--- src/rtl/ccd_readout_sequencer.sv ---
// rtl/ccd_readout_sequencer.sv - linear CCD frame sequencer (transfer gate, shift and reset clocks)
// Optional ADC sample strobe (pix_valid/pix_index) built only with CCD_SEQ_PIXSTROBE_EN defined.
module ccd_readout_sequencer #(
    parameter int          QUARTER_CYC = 4,
    parameter int          N_PIXELS    = 3694,
    parameter int          PHI_P_CYC   = 16,
    parameter logic [31:0] MIN_EXP     = 32'h186A00,
    parameter logic [15:0] EXP_STEP    = 16'h6429
) (
    input  logic        clk,
    input  logic        rst,
    input  logic        enable,
    input  logic [7:0]  f_select,
    output logic        phi_p,
    output logic        phi_l2,
    output logic        phi_l1,
    output logic        phi_r,
    output logic        frame_start,
    output logic        busy,
    output logic        overrun,
    output logic        pix_valid,
    output logic [11:0] pix_index
);

    localparam int Q_W = (QUARTER_CYC > 1) ? $clog2(QUARTER_CYC) : 1;
    localparam int T_W = (PHI_P_CYC > 1) ? $clog2(PHI_P_CYC) : 1;
    localparam logic [Q_W-1:0] Q_LAST   = Q_W'(QUARTER_CYC - 1);
    localparam logic [T_W-1:0] T_LAST   = T_W'(PHI_P_CYC - 1);
    localparam logic [11:0]    PIX_LAST = 12'(N_PIXELS - 1);

    typedef enum logic [1:0] {
        S_IDLE     = 2'd0,
        S_TRANSFER = 2'd1,
        S_READOUT  = 2'd2,
        S_WAIT     = 2'd3
    } state_t;

    state_t         state, state_n;
    logic [T_W-1:0] t_cnt, t_n;
    logic [Q_W-1:0] q_cnt, q_n;
    logic [1:0]     qi, qi_n;
    logic [11:0]    pix_cnt, pix_n;
    logic [31:0]    exp_cnt, exp_n;
    logic [7:0]     f_sel, f_sel_n;
    logic [31:0]    exp_target;
    logic           exp_hit;
    logic           ro_last;
    logic           frame_entry;
    logic           set_ovr;

    // Next-state, counter and exposure bookkeeping; outputs are registered from these next values
    always_comb begin
        state_n    = state;
        set_ovr    = 1'b0;
        exp_target = MIN_EXP + 32'(f_sel) * 32'(EXP_STEP);
        exp_hit    = (exp_cnt >= exp_target - 32'd1);
        ro_last    = (q_cnt == Q_LAST) && (qi == 2'd3) && (pix_cnt == PIX_LAST);

        case (state)
            S_IDLE: begin
                if (enable) state_n = S_TRANSFER;
            end
            S_TRANSFER: begin
                if (t_cnt == T_LAST) state_n = S_READOUT;
            end
            S_READOUT: begin
                if (ro_last) begin
                    // enable is only honoured here and at the end of WAIT (frame boundaries)
                    if (exp_hit) begin
                        set_ovr = 1'b1;
                        state_n = enable ? S_TRANSFER : S_IDLE;
                    end else begin
                        state_n = enable ? S_WAIT : S_IDLE;
                    end
                end
            end
            S_WAIT: begin
                if (exp_hit) state_n = enable ? S_TRANSFER : S_IDLE;
            end
            default: state_n = S_IDLE;
        endcase

        frame_entry = (state_n == S_TRANSFER) && (state != S_TRANSFER);

        t_n = (state == S_TRANSFER && state_n == S_TRANSFER) ? t_cnt + 1'b1 : '0;

        // Readout position restarts at zero on entry, advances while READOUT continues
        q_n   = '0;
        qi_n  = '0;
        pix_n = '0;
        if (state == S_READOUT && state_n == S_READOUT) begin
            q_n   = q_cnt + 1'b1;
            qi_n  = qi;
            pix_n = pix_cnt;
            if (q_cnt == Q_LAST) begin
                q_n  = '0;
                qi_n = qi + 2'd1;
                if (qi == 2'd3) pix_n = pix_cnt + 12'd1;
            end
        end

        // Exposure count starts at 0 on the first TRANSFER cycle and saturates
        if (frame_entry)
            exp_n = '0;
        else if (state != S_IDLE && exp_cnt != 32'hFFFF_FFFF)
            exp_n = exp_cnt + 32'd1;
        else
            exp_n = exp_cnt;

        f_sel_n = frame_entry ? f_select : f_sel;
    end

    // State, counters and registered clock outputs
    always_ff @(posedge clk) begin
        if (rst) begin
            state       <= S_IDLE;
            t_cnt       <= '0;
            q_cnt       <= '0;
            qi          <= '0;
            pix_cnt     <= '0;
            exp_cnt     <= '0;
            f_sel       <= '0;
            phi_p       <= 1'b0;
            phi_l2      <= 1'b0;
            phi_l1      <= 1'b0;
            phi_r       <= 1'b0;
            frame_start <= 1'b0;
            busy        <= 1'b0;
            overrun     <= 1'b0;
        end else begin
            state       <= state_n;
            t_cnt       <= t_n;
            q_cnt       <= q_n;
            qi          <= qi_n;
            pix_cnt     <= pix_n;
            exp_cnt     <= exp_n;
            f_sel       <= f_sel_n;
            phi_p       <= (state_n == S_TRANSFER);
            phi_l2      <= (state_n == S_READOUT) && (qi_n < 2'd2);
            phi_l1      <= (state_n == S_READOUT) && (qi_n >= 2'd2);
            phi_r       <= (state_n == S_READOUT) && (qi_n == 2'd0);
            frame_start <= frame_entry;
            busy        <= (state_n != S_IDLE);
            overrun     <= overrun | set_ovr;
        end
    end

`ifdef CCD_SEQ_PIXSTROBE_EN
    // ADC strobe in the last clk of quarter 2 of every pixel, tagged with that pixel's index
    always_ff @(posedge clk) begin
        if (rst) begin
            pix_valid <= 1'b0;
            pix_index <= '0;
        end else begin
            pix_valid <= (state_n == S_READOUT) && (qi_n == 2'd2) && (q_n == Q_LAST);
            if ((state_n == S_READOUT) && (qi_n == 2'd2) && (q_n == Q_LAST))
                pix_index <= pix_n;
        end
    end
`else
    assign pix_valid = 1'b0;
    assign pix_index = '0;
`endif

endmodule
--- config.mk ---
export PLATFORM = sky130hd
export DESIGN_NAME = ccd_readout_sequencer
export DESIGN_NICKNAME = d
export VERILOG_FILES = /design/src/rtl/ccd_readout_sequencer.sv
export SDC_FILE = /design/constraint.sdc
export NUM_CORES = 1
export LEC_CHECK = 0
export BUFFER_PORTS_ARGS = -buffer_cell sky130_fd_sc_hd__buf_2
export CAP_MARGIN = 30
export CORE_MARGIN = 2
export CORE_UTILIZATION = 30
export CTS_CLUSTER_SIZE = 14
export DETAILED_ROUTE_END_ITERATION = 6
export GPL_ROUTABILITY_DRIVEN = 0
export PLACE_DENSITY_LB_ADDON = 0.15
export SYNTH_ARGS = -nofsm -noshare
export SYNTH_HDL_FRONTEND = slang
export SYNTH_SLANG_ARGS = --single-unit
--- constraint.sdc ---
create_clock -name clk -period 6.1 [get_ports clk]
set_clock_uncertainty 0.15 [all_clocks]
set_input_delay 0.305 -clock clk [delete_from_list [all_inputs] [get_ports clk]]
set_output_delay 0.305 -clock clk [all_outputs]
set_load 0.1 [all_outputs]
-- Word-level counts from Yosys, hierarchy flattened
Index checks and enable logic that the tools add are counted.
- add/sub/neg operators: 7
- eq/ne operators: 11
- $mul: 1
- muxes and demuxes: 13
- reductions and logical operators: 18
- order comparisons: 3
- bitwise operators: 3
- operators with widths (kind ; count):
    $add 32x1->32 const B ; 1
    $ge 32x32->1 ; 1
    $ne 32x32->1 const B ; 1
    $sub 24x1->25 const B ; 1
    $add 21x23->24 const A ; 1
    $mul 8x15->23 const B ; 1
    $mux 2 ; 8
    $add 12x1->12 const B ; 1
    $eq 12x12->1 const B ; 1
    $eq 2x2->1 const B ; 5
    $logic_and 1x1->1 ; 9
    $pmux 2 s4 ; 1
    $reduce_or 2->1 ; 3
    $add 2x1->2 const B ; 2
    $add 4x1->4 const B ; 1
    $eq 2x1->1 const B ; 2
    $eq 4x4->1 const B ; 1
    $logic_not 2->1 ; 2
    $mux 1 ; 4
    $reduce_bool 2->1 ; 2
    $reduce_or 3->1 ; 1
    $ge 2x2->1 const B ; 1
    $lt 2x2->1 const B ; 1
    $ne 2x1->1 const B ; 1
    other kinds (3) ; 4
- word-level logic and storage cells: 70
- output and inout bits: 20
- flip-flop bits (word level): 69
- bits of input ports: 11

-- Longest topological paths before layout
- depth after elaboration: 12
- mapped depth: 23
- mapped depth without buffers: 22

-- Worst setup path before layout
Ideal clock, no wire load.
- kind: register to register
- start: register f_sel[4]
- end: register pix_cnt[0]
- library setup time: 0.147 ns
- period minus slack after synthesis: 5.966 ns
- path buffers: 1
- cell stages (with the launch flop): 21
- required time: 5.803 ns
- data arrival time: 5.670 ns
- path slack: 0.134 ns
- cell sequence: dfxtp_1 > inv_1 > fa_1 > inv_1 > fa_1 > fa_1 > ha_1 > o2111ai_1 > a311oi_1 > o211ai_1 > a31o_2 > a21oi_1 > a31oi_1 > ha_1 > nand4_1 > nor4_1 > o311ai_2 > and3_4 > o31ai_4 > buf_6 > nor4_2
- longest elaborated chain between the ends: 11
- elaborated cells between the ends (all ways): 12
- classes of those cells: add/sub: 2; mul: 1; order compare: 1; eq/ne: 1; mux: 4; bitwise: 1; reduce/logical: 2
- ends and longest elaborated chain (item ; line ; text):
    start, declared ; 44 ; logic [7:0] f_sel, f_sel_n;
    start signal, assigned ; 137 ; f_sel <= f_sel_n;
    $mul 8x15->23 (*) ; 55 ; exp_target = MIN_EXP + 32'(f_sel) * 32'(EXP_STEP);
    $add 21x23->24 (*) ; 55 ;
    $sub 24x1->25 (*) ; 56 ; exp_hit = (exp_cnt >= exp_target - 32'd1);
    $ge 32x32->1 (*) ; 56 ;
    $mux 2 ; 69 ; if (exp_hit) begin
    $mux 2 ; 67 ; if (ro_last) begin
    $pmux 2 s4 (*) ; 59 ; case (state)
    $eq 2x2->1 (*) ; 91 ; if (state == S_READOUT && state_n == S_READOUT) begin
    $logic_and 1x1->1 (*) ; 91 ;
    $not 1->1 (no source line) (*) ; - ;
    $reduce_or 2->1 (no source line) (*) ; - ;
    end signal, assigned ; 135 ; pix_cnt <= pix_n;
    end, declared ; 42 ; logic [11:0] pix_cnt, pix_n;
Mark *: on every way between the ends. The rest lies on a longest branch, timed or not.
A chain may end at the register's enable or synchronous reset.

-- Worst setup path in the final report
- start: register f_sel[4]
- end: register pix_cnt[9]
The elaborated chain is that of the path after synthesis.

==> results by group <==
Route
  – DRC viols: 0
  – DRT antenna net count: 0
  – Vias per inst: just under 5
  – WL final: roughly 14000 um
  – Routed len/inst: roughly 15 um
  – Iter 0 DRT Violations: about 120
  – Vias: between 4000 and 5000
  – Pre-Repair DR Iteration Count: 4

Yosys
  – Ys flop type: dfxtp_1
  – Synth cell types: 65
  – Post-synth ARST share: 0
  – Synthesized area: between 6000 and 7000 um^2
  – Sequential area share after synthesis: 0.219
  – Yosys reg bits: 69
  – Synth warnings: 0
  – EDFF count, synth: 0
  – Syn Area/Cell: roughly 9.5 um^2
  – Synth Instances: 665

Cells and area
  – Nets: around 830
  – Post-layout util: 0.349
  – Syn-to-layout area delta: 15.5%
  – Layout cells sized above 1: 0.199
  – Non-Filler Instances: slightly below 1000
  – # diodes: 0

Timing
  – Fmax: 170 MHz
  – Final Setup Violations: 0
  – Worst-Margin Slew: around 1.1 ns
  – Shortest period the worst path allows: just under 6 ns
  – Max-slew violation count: 0
  – Final worst-path cycle share: 0.964
  – Final Hold Viols: 0
  – Hold_ws: 0.0710 ns
  – Final setup margin: around 0.22 ns
  – Slew HR: 0.298

Clock network
  – Clk buf depth: 2
  – Worst-Skew Late Latency: 0.34 ns
  – Sink Count: about 70
  – Clock Tree Root: clkbuf_16
  – CTS tree: done
  – Clock-pin slew on the worst setup and hold paths: around 0.060 ns
  – H-tree Lvls: 3
  – Cts bufs inserted: 9

Floorplanning
  – Core Box Area: between 20000 and 25000 um^2
  – Initial Util: 0.302
  – Die height: roughly 150 um
  – Die Wd: between 100 and 150 um
  – Die ar.: between 20000 and 25000 um^2
  – Number of I/O pins: 31
  – Site Rows: 53

Placed design
  – Detailed Place HPWL: around 11000 um
  – Pre-CTS setup slack: -0.0858 ns
  – Placed cells: 951
  – Port buffer count: 17

Global routing
  – GRT overflow: 0
  – Number of global-route vias before repair: 4892
  – Largest net degree at the start of global routing: 33
  – GRT Util Overall: 0.135
  – Antenna violations before repair: 0
  – First-pass GRT wire length: 24100 um

Setup path
  – WS Path Type: reg2reg
  – Crit path arrival time: around 5.9 ns
  – CP Capture Type: register
  – Worst EP required: between 6 and 7 ns
  – CP Max Fanout: 8
  – Worst-case reg-to-reg path depth: 23
  – Setup crit start kind: register

Min path
  – Worst min-delay path class: in2reg
  – Worst hold path depth: 3

Outcome
  – Status: finished clean

Pwr
  – LEAKAGE: between 3 and 4 nW
  – Pwr/cell area: 213 nW/um^2
  – Peak VDD IR: around 0.13 mV

Job
  – Max Cap Viol: 0
-- cell usage in the layout, fill, tap and decap left out, types with 3 or more instances in the layout --
cell type  netlist  routed
a21o_1           8       8
a21oi_1         27      26
a31oi_1          4       3
and2_1           4       4
and3_1          16      16
and4_1          10      10
buf_2            5      17
buf_4           15      19
clkbuf_16        0      11
conb_1           1      13
dfxtp_1         69      68
fa_1            16      16
ha_1           109     101
ha_4             0       8
inv_1           33      32
mux2i_1          9       9
nand2_1         33      33
nand2b_1        22      22
nand3_1         29      29
nand3_2          3       3
nand4_1         13      13
nor2_1          28      27
nor2b_1          5       5
nor3_1          15      13
nor3_2          26      27
nor4_1           4       4
nor4_2          12      11
nor4_4           2       3
o211ai_1         3       3
o21a_1           5       5
o21ai_0         15      14
or2_2            4       4
xnor2_1         23      23
xor2_1          41      41
-- cells in the mapped netlist (12+ instances only) --
cell type,count,share of area
and3_1,16,0.016
a21oi_1,27,0.021
dfxtp_1,69,0.22
nand4_1,13,0.013
nand2_1,33,0.020
nand3_1,29,0.023
nor3_1,15,0.012
buf_4,15,0.018
ha_1,109,0.22
xnor2_1,23,0.032
xor2_1,41,0.057
nand2b_1,22,0.022
inv_1,33,0.020
o21ai_0,15,0.012
fa_1,16,0.051
nor2_1,28,0.017
nor4_2,12,0.024
nor3_2,26,0.041
-- timing repair --
action                                  CTS  global route
gates resized for setup                   5            27
hold endpoints to repair                  0             0
cloned                                    0             4
buffers inserted                          0             4
hold buffers                              0             0
pin swaps                                 0            13
endpoints found under the setup margin   51            63
-- state kept, by name (all words and copies together), names as in the netlist --
signal / cells
phi_r: 1
phi_l1: 1
f_sel: 8
frame_start: 1
pix_cnt: 12
qi: 2
q_cnt: 2
overrun: 1
t_cnt: 4
exp_cnt: 32
state: 2
busy: 1
phi_p: 1
phi_l2: 1
-- area by class of cell --
class                   instances  area, um^2
fillers                      2148       13500
multi-input cells             539        4770
flip-flops and latches         69        1380
repair buffers                 43         355
well taps                     275         344
clock buffers                  11         243
inverters                      33         124
clock inverters                 5        58.8
-- cells by family after synthesis --
group                      Yosys count  synth area share
buffers and inverters               69            0.0606
other                                1          0.000595
and+or+nand+nor                    240             0.250
AOI/OAI and AO/OA                   87            0.0965
adders and majority gates          125             0.267
muxes                               10            0.0161
DFF                                 69             0.219
xor gates and xnor gates            64            0.0890
-- critical path, cell delays in order, from the launching register on --
cell	delay [ns]
dfxtp_1	0.34
inv_2	0.06
fa_1	0.53
inv_1	0.05
fa_1	0.49
fa_1	0.46
ha_4	0.32
o2111ai_4	0.13
a311oi_2	0.27
buf_4	0.15
o211ai_1	0.14
a31o_2	0.30
a21oi_4	0.19
a31oi_4	0.24
ha_4	0.35
nand4_1	0.14
nor4_1	0.30
buf_4	0.17
o311ai_2	0.12
and3_4	0.24
o31ai_4	0.20
buf_4	0.17
buf_6	0.13
nor4_2	0.05
-- per-layer routing --
metal	up-vias	share of wire	global-route usage	routed length, um
li1	2422	-	-	-
met1	2312	0.48	0.174	6890
met2	59	0.48	0.233	6960
met3	13	0.028	0.0245	397
met4	0	0.012	0.0357	170
met5	-	0	0	0
-- final timing paths --
path                                  start         end  slack, ns
worst max register to register     f_sel[4]  pix_cnt[9]       0.22
worst min register to register     q_cnt[0]    q_cnt[0]       0.29
worst max-delay path               f_sel[4]  pix_cnt[9]       0.22
worst min-delay path            f_select[1]    f_sel[1]       0.07
-- stage by stage --
stage,cell area (um^2),setup TNS (ns),power [mW]
floorplan,6340,0,0.873
global placement,6660,0,0.979
detailed placement,6660,-1.23,0.985
CTS,6990,0,1.54
global route,7280,-0.0944,1.66
finish,7280,0,1.55
-- power breakdown --
part | switching (mW) | internal [mW] | total [mW] | leakage [nW]
combinational | 0.320 | 0.222 | 0.541 | 2.43
clock | 0.214 | 0.329 | 0.543 | 0.142
sequential | 0.00859 | 0.457 | 0.466 | 0.559
(Power assumes the default switching activity.)
